File: config.mk
export PLATFORM = sky130hd
export DESIGN_NAME = spi_flash_slave
export DESIGN_NICKNAME = d
export VERILOG_FILES = /design/src/rtl/spi_flash_pkg.sv /design/src/rtl/spi_pin_sync.sv /design/src/rtl/spi_flash_slave.sv
export SDC_FILE = /design/constraint.sdc
export NUM_CORES = 1
export LEC_CHECK = 0
export BUFFER_PORTS_ARGS = -buffer_cell sky130_fd_sc_hd__buf_4
export CORE_MARGIN = 2
export CORE_UTILIZATION = 60
export CTS_CLUSTER_SIZE = 14
export DETAILED_ROUTE_END_ITERATION = 6
export PLACE_DENSITY_LB_ADDON = 0.25
export SYNTH_ARGS = -nofsm -noshare
export SYNTH_HDL_FRONTEND = slang
export SYNTH_SLANG_ARGS = --single-unit
File: constraint.sdc
create_clock -name clk -period 2.6 [get_ports clk]
set_input_delay 0.78 -clock clk [delete_from_list [all_inputs] [get_ports clk]]
set_output_delay 0.78 -clock clk [all_outputs]
set_load 0.01 [all_outputs]
File: src/rtl/spi_flash_pkg.sv
// Shared types and constants for the SPI serial-flash read responder.
package spi_flash_pkg;

    typedef enum logic [2:0] {
        IDLE,
        CMD,
        ADDR,
        DATA,
        ID,
        IGNORE
    } state_t;

    localparam logic [7:0] OP_READ  = 8'h03;
    localparam logic [7:0] OP_JEDEC = 8'h9F;

    // clk must run at least this many times faster than SCK
    localparam int MIN_CLK_RATIO = 8;

endpackage

File: src/rtl/spi_pin_sync.sv
// Two-flop synchronizer for an asynchronous pin, plus registered one-cycle
// rise/fall pulses taken from the synchronized level.
module spi_pin_sync #(
    parameter logic RST_VAL = 1'b0
) (
    input  logic clk,
    input  logic rst_n,
    input  logic pin,
    output logic sync,
    output logic rise,
    output logic fall
);

    logic meta;
    logic prev;

    always_ff @(posedge clk or negedge rst_n) begin
        if (!rst_n) begin
            meta <= RST_VAL;
            sync <= RST_VAL;
            prev <= RST_VAL;
            rise <= 1'b0;
            fall <= 1'b0;
        end else begin
            meta <= pin;
            sync <= meta;
            prev <= sync;
            rise <= sync & ~prev;
            fall <= ~sync & prev;
        end
    end

endmodule

File: src/rtl/spi_flash_slave.sv
// SPI mode-0 responder emulating the read side of a 25-series flash:
// serves READ (0x03) and JEDEC ID (0x9F) from a synchronous memory port.
module spi_flash_slave
    import spi_flash_pkg::*;
#(
    parameter int          AW       = 16,
    parameter logic [23:0] JEDEC_ID = 24'hEF4018
) (
    input  logic          clk,
    input  logic          rst_n,
    input  logic          spi_cs,
    input  logic          spi_clk,
    input  logic          spi_mosi,
    output logic          spi_miso,
    output logic          spi_miso_oe,
    output logic [AW-1:0] mem_addr,
    output logic          mem_rd_en,
    input  logic [7:0]    mem_rdata,
    output logic          busy,
    output logic          cmd_err
);

    logic cs_sync, cs_rise, cs_fall;
    logic sck_level_unused, sck_rise, sck_fall;
    logic mosi_meta, mosi_sync;

    spi_pin_sync #(.RST_VAL(1'b1)) u_cs_sync (
        .clk  (clk),
        .rst_n(rst_n),
        .pin  (spi_cs),
        .sync (cs_sync),
        .rise (cs_rise),
        .fall (cs_fall)
    );

    spi_pin_sync #(.RST_VAL(1'b0)) u_sck_sync (
        .clk  (clk),
        .rst_n(rst_n),
        .pin  (spi_clk),
        .sync (sck_level_unused),
        .rise (sck_rise),
        .fall (sck_fall)
    );

    always_ff @(posedge clk or negedge rst_n) begin
        if (!rst_n) begin
            mosi_meta <= 1'b0;
            mosi_sync <= 1'b0;
        end else begin
            mosi_meta <= spi_mosi;
            mosi_sync <= mosi_meta;
        end
    end

    state_t        state;
    logic [4:0]    bit_cnt;
    logic [6:0]    cmd_sr;
    logic [AW-1:0] addr_sr;
    logic [AW-1:0] addr_q;
    logic [AW-1:0] next_addr;
    logic [7:0]    hold;
    logic [7:0]    sr_out;
    logic [1:0]    id_idx;
    logic          load_next;
    logic          rd_pend;
    logic          rd_fire;
    logic          abort;
    logic          sck_r;
    logic          sck_f;
    logic [7:0]    opcode;

    // CS high wins over any SCK event seen in the same cycle
    assign abort  = cs_sync | cs_rise;
    assign sck_r  = sck_rise & ~abort;
    assign sck_f  = sck_fall & ~abort;
    assign opcode = {cmd_sr, mosi_sync};

    always_comb begin
        next_addr = addr_q + 1'b1;
        if (state == ADDR) begin
            next_addr = {addr_sr[AW-2:0], mosi_sync};
        end
    end

    // The read strobe coincides with the sampling rising event so the
    // holding register is ready two cycles later.
    assign rd_fire   = sck_r && (((state == ADDR) && (bit_cnt == 5'd23)) ||
                                 ((state == DATA) && (bit_cnt == 5'd7)));
    assign mem_rd_en = rd_fire;
    assign mem_addr  = rd_fire ? next_addr : addr_q;

    always_ff @(posedge clk or negedge rst_n) begin
        if (!rst_n) begin
            state       <= IDLE;
            bit_cnt     <= '0;
            cmd_sr      <= '0;
            addr_sr     <= '0;
            addr_q      <= '0;
            hold        <= '0;
            sr_out      <= '0;
            id_idx      <= '0;
            load_next   <= 1'b0;
            rd_pend     <= 1'b0;
            spi_miso    <= 1'b0;
            spi_miso_oe <= 1'b0;
            busy        <= 1'b0;
            cmd_err     <= 1'b0;
        end else begin
            cmd_err     <= 1'b0;
            rd_pend     <= rd_fire;
            spi_miso_oe <= ~cs_sync;
            if (rd_pend) begin
                hold <= mem_rdata;
            end

            if (abort) begin
                state     <= IDLE;
                busy      <= 1'b0;
                bit_cnt   <= '0;
                cmd_sr    <= '0;
                addr_sr   <= '0;
                sr_out    <= '0;
                spi_miso  <= 1'b0;
                load_next <= 1'b0;
            end else begin
                case (state)
                    IDLE: begin
                        if (cs_fall) begin
                            state   <= CMD;
                            busy    <= 1'b1;
                            bit_cnt <= '0;
                        end
                    end
                    CMD: begin
                        if (sck_r) begin
                            cmd_sr  <= opcode[6:0];
                            bit_cnt <= bit_cnt + 5'd1;
                            if (bit_cnt == 5'd7) begin
                                bit_cnt <= '0;
                                case (opcode)
                                    OP_READ: state <= ADDR;
                                    OP_JEDEC: begin
                                        state     <= ID;
                                        hold      <= JEDEC_ID[23:16];
                                        id_idx    <= 2'd1;
                                        load_next <= 1'b1;
                                    end
                                    default: begin
                                        state   <= IGNORE;
                                        cmd_err <= 1'b1;
                                    end
                                endcase
                            end
                        end
                    end
                    ADDR: begin
                        if (sck_r) begin
                            addr_sr <= next_addr;
                            bit_cnt <= bit_cnt + 5'd1;
                            if (rd_fire) begin
                                addr_q    <= next_addr;
                                bit_cnt   <= '0;
                                state     <= DATA;
                                load_next <= 1'b1;
                            end
                        end
                    end
                    DATA, ID: begin
                        if (sck_f) begin
                            if (load_next) begin
                                sr_out    <= hold;
                                spi_miso  <= hold[7];
                                load_next <= 1'b0;
                            end else begin
                                sr_out   <= {sr_out[6:0], 1'b0};
                                spi_miso <= sr_out[6];
                            end
                        end
                        if (sck_r) begin
                            bit_cnt <= bit_cnt + 5'd1;
                            if (bit_cnt == 5'd7) begin
                                bit_cnt   <= '0;
                                load_next <= 1'b1;
                                if (state == DATA) begin
                                    addr_q <= next_addr;
                                end else begin
                                    case (id_idx)
                                        2'd1:    hold <= JEDEC_ID[15:8];
                                        2'd2:    hold <= JEDEC_ID[7:0];
                                        default: hold <= 8'h00;
                                    endcase
                                    if (id_idx != 2'd3) begin
                                        id_idx <= id_idx + 2'd1;
                                    end
                                end
                            end
                        end
                    end
                    IGNORE: spi_miso <= 1'b0;
                    default: state <= IDLE;
                endcase
            end
        end
    end

endmodule

==> metrics.csv, run 1 <==
stage,metric,value,unit
run,cap_violations,0,
synth,syn_area_per_cell,9.636,um2
sta,fin_worst_skew,8.827,ps
placement,dp_hpwl,6.287,mm
drt,drt_wl_total,9.721,mm
cts,clock_sinks,81,
power,power,2.499,mW
cts,h-tree-depth,3,
cells_and_area,syn_to_final_growth,22.43,%
sta,hold_viol,0,
power,p_per_area,498.5,mW/mm2
cts,clk_pin_slew,80,ps
drt,firstDrtPassIters,5,
cells_and_area,mostFrequentLayoutCells,"dfrtp_1 (77), nand2_1 (63), buf_4 (58), a21oi_1 (32)",
floorplanning,core_area,0.006681,mm2
sta,layout_min_cycle_time,2848,ps
cts,clockRootBuffer,clkbuf_8,
sta,setup_slack,-247.8,ps
drt,initialDrtViolationCount,259,
synth,ys_seq_elements,81,
power,p_leak,2.073,nW
setup_path,critPathRequiredTime,1820,ps
synth,syn_area,0.004095,mm2
floorplanning,fp.dieH,86.62,um
grt,grt_pass1_wl,15.44,mm
cells_and_area,nNetsFinal,492,
floorplanning,ios,34,
floorplanning,rows,30,
cells_and_area,fin_util,75.04,%
hold_path,hold_path_class,in2async,
setup_path,startpoint_type,flip-flop,
synth,yosysUniqueCellTypes,57,
sta,period_share,109.5,%
cts,insertion_delay,360,ps
grt,overflow,0,
placement,place_congestion,0.9083,
setup_path,crit_arrival,2070,ps
floorplanning,initial_core_util,61.29,%
drt,ant_nets,0,
floorplanning,dieArea,0.007502,mm2
synth,syn_inst,425,
drt,via_per_inst,6.116,
synth,async_reset_ff_share,100.0,%
sta,max_freq,0.3512,GHz
cts,cts_tree,done,
synth,synth_edf_count,0,
sta,drv_slew,0,
drt,wl_per_cell,17.39,um
sta,finalSetupTns,-3086,ps
setup_path,critPathCaptureType,primary output,
drt,vias,3419,
cts,hold_buffers,0,
cells_and_area,final_common_cell,dfrtp_1,
sta,relSlewSlack,61.06,%
drt,drc,0,
cts,cts_buffers,9,
setup_path,path_class,reg2out,
placement,io_buffers,33,
placement,dp.cells,530,
grt,grt_start_max_net_pins,51,
cells_and_area,antenna_cells,0,
synth,syn_nets,443,
grt,first_global_vias,3309,
cells_and_area,drive_gt1_share,28.39,%
setup_path,critPathMaxFanout,12,
cells_and_area,fin_cells,559,
sta,tightest_slew,584.1,ps
sta,grt_setup_unrepaired,true,
synth,synthFlopType,dfrtp_1,
outcome,status,"finished, violations left",
floorplanning,die_w,86.62,um
outcome,violations,negative setup slack,
sta,whs,351.1,ps
synth,ys.warnings.count,0,
sta,final-setup-viol-count,16,
cts,clock_path_buffers,2,
power,ir_worst_vdd,374.9,uV
grt,antenna_found_initial,0,
synth,yosysSeqAreaShare,49.59,%
grt,grt_use_total,26.51,%
-- final timing paths --
check	startpoint	endpoint	slack (ps)	cells past startpoint
worst max-delay path	state[1]	mem_addr[2]	-250	9
worst min-delay path	rst_n	sr_out[5]	350	1
worst max register to register	state[2]	id_idx[1]	460	7
worst min register to register	mosi_meta	mosi_sync	350	0
max in group asynchronous	rst_n	cmd_sr[0]	1650	2
min in group clk	mosi_meta	mosi_sync	350	0
-- area by class of cell --
type	count	area, um2
Tap cell	80	100.1
Multi-Input combinational cell	310	2110
Timing Repair Buffer	64	524.3
Fill cell	470	1668
Inverter	8	32.53
Sequential cell	81	2032
Clock buffer	12	165.2
Clock inverter	4	50.05
-- critical path, stage by stage (launching register included) --
cell,delay [ps]
dfrtp_1,420
buf_6,160
inv_1,130
nor3_2,60
buf_4,160
buf_4,140
nor3b_1,230
a21oi_1,100
o21ai_0,170
buf_4,150
-- logic make-up (layout without fill, tap and decap cells) --
kind of cell / after synthesis / count (layout) / synth area share (%)
DFF: 81 / 81 / 49.59
and+or+nand+nor: 150 / 150 / 18.21
buffers and inverters: 34 / 88 / 3.789
AOI/OAI and AO/OA: 124 / 124 / 19.16
xor gates and xnor gates: 1 / 1 / 0.2139
adders and majority gates: 5 / 5 / 1.528
muxes: 30 / 30 / 7.516
-- repair_timing --
action                                  CTS  global route
gates resized for setup                  24            26
pin swaps                                 2             3
buffers inserted                          6             7
endpoints found under the setup margin   17            17
-- where the power goes --
part           internal [mW]  total (mW)  switching, mW
combinational         0.0871       0.212          0.125
sequential              1.29        1.31         0.0255
clock                  0.521       0.976          0.455
total                   1.89        2.50          0.606
-- stage by stage --
stage | setup slack (ps) | area [um2]
2_1_floorplan | 137.8 | 4095
3_3_place_gp | 164.1 | 4478
3_5_place_dp | 110.0 | 4478
4_1_cts | -187.3 | 4831
5_1_grt | -316.2 | 5014
6_report | -247.8 | 5014
-- synth_stat cells, types with 4 or more instances --
master / count / area, um2
and3_1: 5 / 31.28
nand2_1: 63 / 236.5
inv_1: 7 / 26.28
and2_1: 4 / 25.02
nor2_1: 28 / 105.1
ha_1: 5 / 62.56
a211oi_1: 7 / 52.55
nand3_1: 13 / 65.06
clkbuf_1: 11 / 41.29
dfrtp_1: 78 / 1952
buf_2: 10 / 50.05
mux2_2: 5 / 56.30
nor3_1: 7 / 35.03
o22ai_1: 7 / 43.79
a21oi_1: 43 / 215.2
o21ai_0: 31 / 155.2
mux2i_1: 24 / 240.2
a31oi_1: 4 / 25.02
a2bb2oi_1: 14 / 122.6
-- registers in the layout (all words and copies together) (netlist names), 2 cells and up --
name,cells
addr_q,16
addr_sr,15
bit_cnt,5
cmd_sr,7
hold,8
id_idx,2
sr_out,7
state,3
-- per-layer routing --
metal	vias up	share of wire [%]	GRT usage, %
li1	1617	-	-
met1	1683	44	34.38
met2	97	50	44.62
met3	22	4.2	3.714
met4	0	2.2	11.36
met5	-	0	0
(Power assumes the default switching activity.)
==> run 2: changes to the inputs <==
--- a/config.mk
+++ b/config.mk
@@ -5,6 +5,7 @@
 export SDC_FILE = /design/constraint.sdc
 export NUM_CORES = 1
 export LEC_CHECK = 0
+export ABC_AREA = 1
 export BUFFER_PORTS_ARGS = -buffer_cell sky130_fd_sc_hd__buf_4
 export CORE_MARGIN = 2
 export CORE_UTILIZATION = 60
==> metrics.csv, run 2 <==
stage,metric,value,unit
drt,firstDrtPassIters,5,
sta,fin_worst_skew,9.299,ps
power,ir_worst_vdd,392.8,uV
outcome,status,"finished, violations left",
grt,grt_pass1_wl,16.73,mm
hold_path,hold_path_class,reg2reg,
drt,vias,4068,
floorplanning,initial_core_util,62.64,%
cts,clockRootBuffer,clkbuf_8,
setup_path,path_class,reg2out,
cells_and_area,final_common_cell,nand2_1,
grt,gr-max-usage-layer,met2,
floorplanning,die_w,88.69,um
setup_path,crit_slowest_cell,dfrtp_1,
setup_path,rr_startpoint,u_cs_sync.sync,
synth,syn_nets,573,
hold_path,hold_start,u_sck_sync.meta,
synth,yosysTopAreaCellShare,45.36,%
drt,drt_wl_total,10.60,mm
placement,place_congestion,0.8726,
power,p_per_area,568.0,mW/mm2
cells_and_area,syn_to_final_growth,22.88,%
cts,insertion_delay,360,ps
setup_path,reg2reg_to,id_idx[0],
setup_path,path_cells,"ha_4, nand3_4, nor2_4, nand2_2, a21oi_4, buf_12, buf_12, nand3_2, nand2_2, buf_6",
drt,initialDrtViolationCount,423,
grt,overflow,0,
synth,ys.warnings.count,0,
sta,relSlewSlack,64.49,%
synth,synth_area_leaders,"dfrtp_1 (45%), nand2_1 (14%), inv_1 (5.6%)",
cells_and_area,reg.largest.list,"addr_q x16, addr_sr x15, hold x8",
cells_and_area,mostFrequentLayoutCells,"nand2_1 (154), dfrtp_1 (73), inv_1 (64), buf_4 (60), nor2_1 (40)",
synth,async_reset_ff_share,100.0,%
hold_path,min_path_cells,0,
synth,yosysUniqueCellTypes,38,
sta,layout_min_cycle_time,2718,ps
placement,dp_hpwl,6.701,mm
setup_path,critPathCaptureType,primary output,
setup_path,crit_arrival,1940,ps
sta,period_share,104.5,%
placement,io_buffers,33,
sta,setup_slack,-117.6,ps
floorplanning,ios,34,
sta,tightest_slew,532.7,ps
placement,place_ws,32.66,ps
cts,cts_tree,done,
power,p_leak,2.567,nW
grt,met2_usage,42.40,%
setup_path,crit_start,bit_cnt[0],
setup_path,startpoint_type,flip-flop,
grt,use_met1,37.72,%
cells_and_area,nNetsFinal,635,
sta,max_freq,0.3680,GHz
run,cap_violations,0,
cells_and_area,largest_reg_flops,16,
synth,yosysSeqAreaShare,47.19,%
hold_path,min_to,u_sck_sync.sync,
cts,h-tree-depth,3,
synth,synthFlopType,dfrtp_1,
floorplanning,core_area,0.006869,mm2
grt,first_global_vias,3632,
floorplanning,rows,30,
sta,whs,348.2,ps
synth,synth_largest_area_cell,dfrtp_1,
synth,synth_edf_count,0,
cells_and_area,top_register,addr_q,
synth,yosys-top-cells-count,"nand2_1 (163), dfrtp_1 (78), inv_1 (64)",
drt,via_per_inst,5.666,
setup_path,critPathRequiredTime,1820,ps
synth,yosysMostFrequentCell,nand2_1,
grt,antenna_found_initial,0,
synth,syn_area_per_cell,7.753,um2
cells_and_area,drive_gt1_share,23.63,%
cts,clock_sinks,81,
cts,clock_path_buffers,2,
sta,grt_setup_unrepaired,true,
drt,drc,0,
cts,clk_pin_slew,80,ps
grt,grt_use_total,27.52,%
grt,grt_start_max_net_pins,43,
synth,syn_area,0.004303,mm2
cells_and_area,antenna_cells,0,
sta,final-setup-viol-count,18,
sta,drv_slew,0,
drt,wl_per_cell,14.76,um
setup_path,r2r_cells,20,
setup_path,critPathMaxFanout,6,
outcome,violations,negative setup slack,
setup_path,cp_slowest_stage_delay,400,ps
cts,cts_buffers,9,
drt,ant_nets,0,
sta,hold_viol,0,
grt,use_met3,6.810,%
setup_path,r2r_setup_slack,-30,ps
synth,ys_seq_elements,81,
floorplanning,fp.dieH,88.69,um
synth,syn_inst,555,
floorplanning,dieArea,0.007865,mm2
-- run 2: layout make-up --
cell class	instances	area [um2]
inverter	70	267.8
clock inverter	6	82.58
clock buffer	10	127.6
multi-input combinational	386	2076
fill	492	1582
timing repair buffer	68	570.5
timing repair inverter	1	6.256
tap	96	120.1
sequential	81	2037
-- run 2: worst max-delay path by stage --
stage / slack (ps) / endpoint / cells after the start
after CTS: -90 / mem_addr[11] / 10
after floorplan: 340 / mem_addr[2] / 8
final: -120 / mem_addr[12] / 10
after detailed placement: 30 / mem_addr[13] / 9
after global placement: 140 / mem_addr[11] / 9
after global routing: -190 / mem_addr[5] / 10
-- run 2: where the power goes --
part	switching (mW)	internal, mW	leakage, nW
combinational	0.375	0.196	1.41
sequential	0.104	1.34	1.05
clock	0.455	0.536	0.106
total	0.934	2.07	2.57
-- run 2: logic make-up (layout without fill, tap and decap cells) --
kind of cell             count (synthesis)  after routing  share of synthesized area, %
buffers and inverters                   88            155                         8.927
flip-flops                              81             81                         47.19
multiplexers                             4              4                        0.9305
adder cells (fa/ha/maj)                  5              5                         1.454
AO/OA/AOI/OAI                           91             91                         12.47
XOR/XNOR                                 6              6                         1.221
AND/OR/NAND/NOR                        280            280                         27.80
-- run 2: worst max-delay path, delay by kind of cell, from the launching register on --
family	cells	cell delay (ps)
AOI/OAI and AO/OA	1	130
adders and majority gates	1	170
buffers and inverters	3	400
DFF	1	400
and+or+nand+nor	5	480
-- run 2: routing by layer --
layer / wire length, um / up-vias / part of all wire [%]
met5: 0 / - / 0
met4: 332 / 0 / 3.1
met3: 750 / 37 / 7.1
met2: 4991 / 179 / 47
met1: 4527 / 1922 / 43
li1: - / 1930 / -
-- run 2: timing repair --
action,4_1_cts,5_1_grt
buffers inserted,21,6
setup endpoints to repair,17,17
gates cloned,3,0
hold buffers,0,0
endpoints found under the hold margin,0,0
gates resized for setup,35,33
pin swaps,6,8
-- run 2: per-stage QoR --
| stage | instances | area, um2 | power, mW | TNS, ps | util, % |
|---|---|---|---|---|---|
| 2_1_floorplan | 555 | 4303 | 1.858 | 0 | - |
| 3_3_place_gp | 672 | 4607 | 1.977 | 0 | 67.07 |
| 3_5_place_dp | 672 | 4607 | 2.003 | 0 | 67.07 |
| 4_1_cts | 712 | 5124 | 2.998 | -1071 | 74.59 |
| 5_1_grt | 718 | 5288 | 3.152 | -2644 | 76.98 |
| 6_report | 718 | 5288 | 3.004 | -1054 | 76.98 |
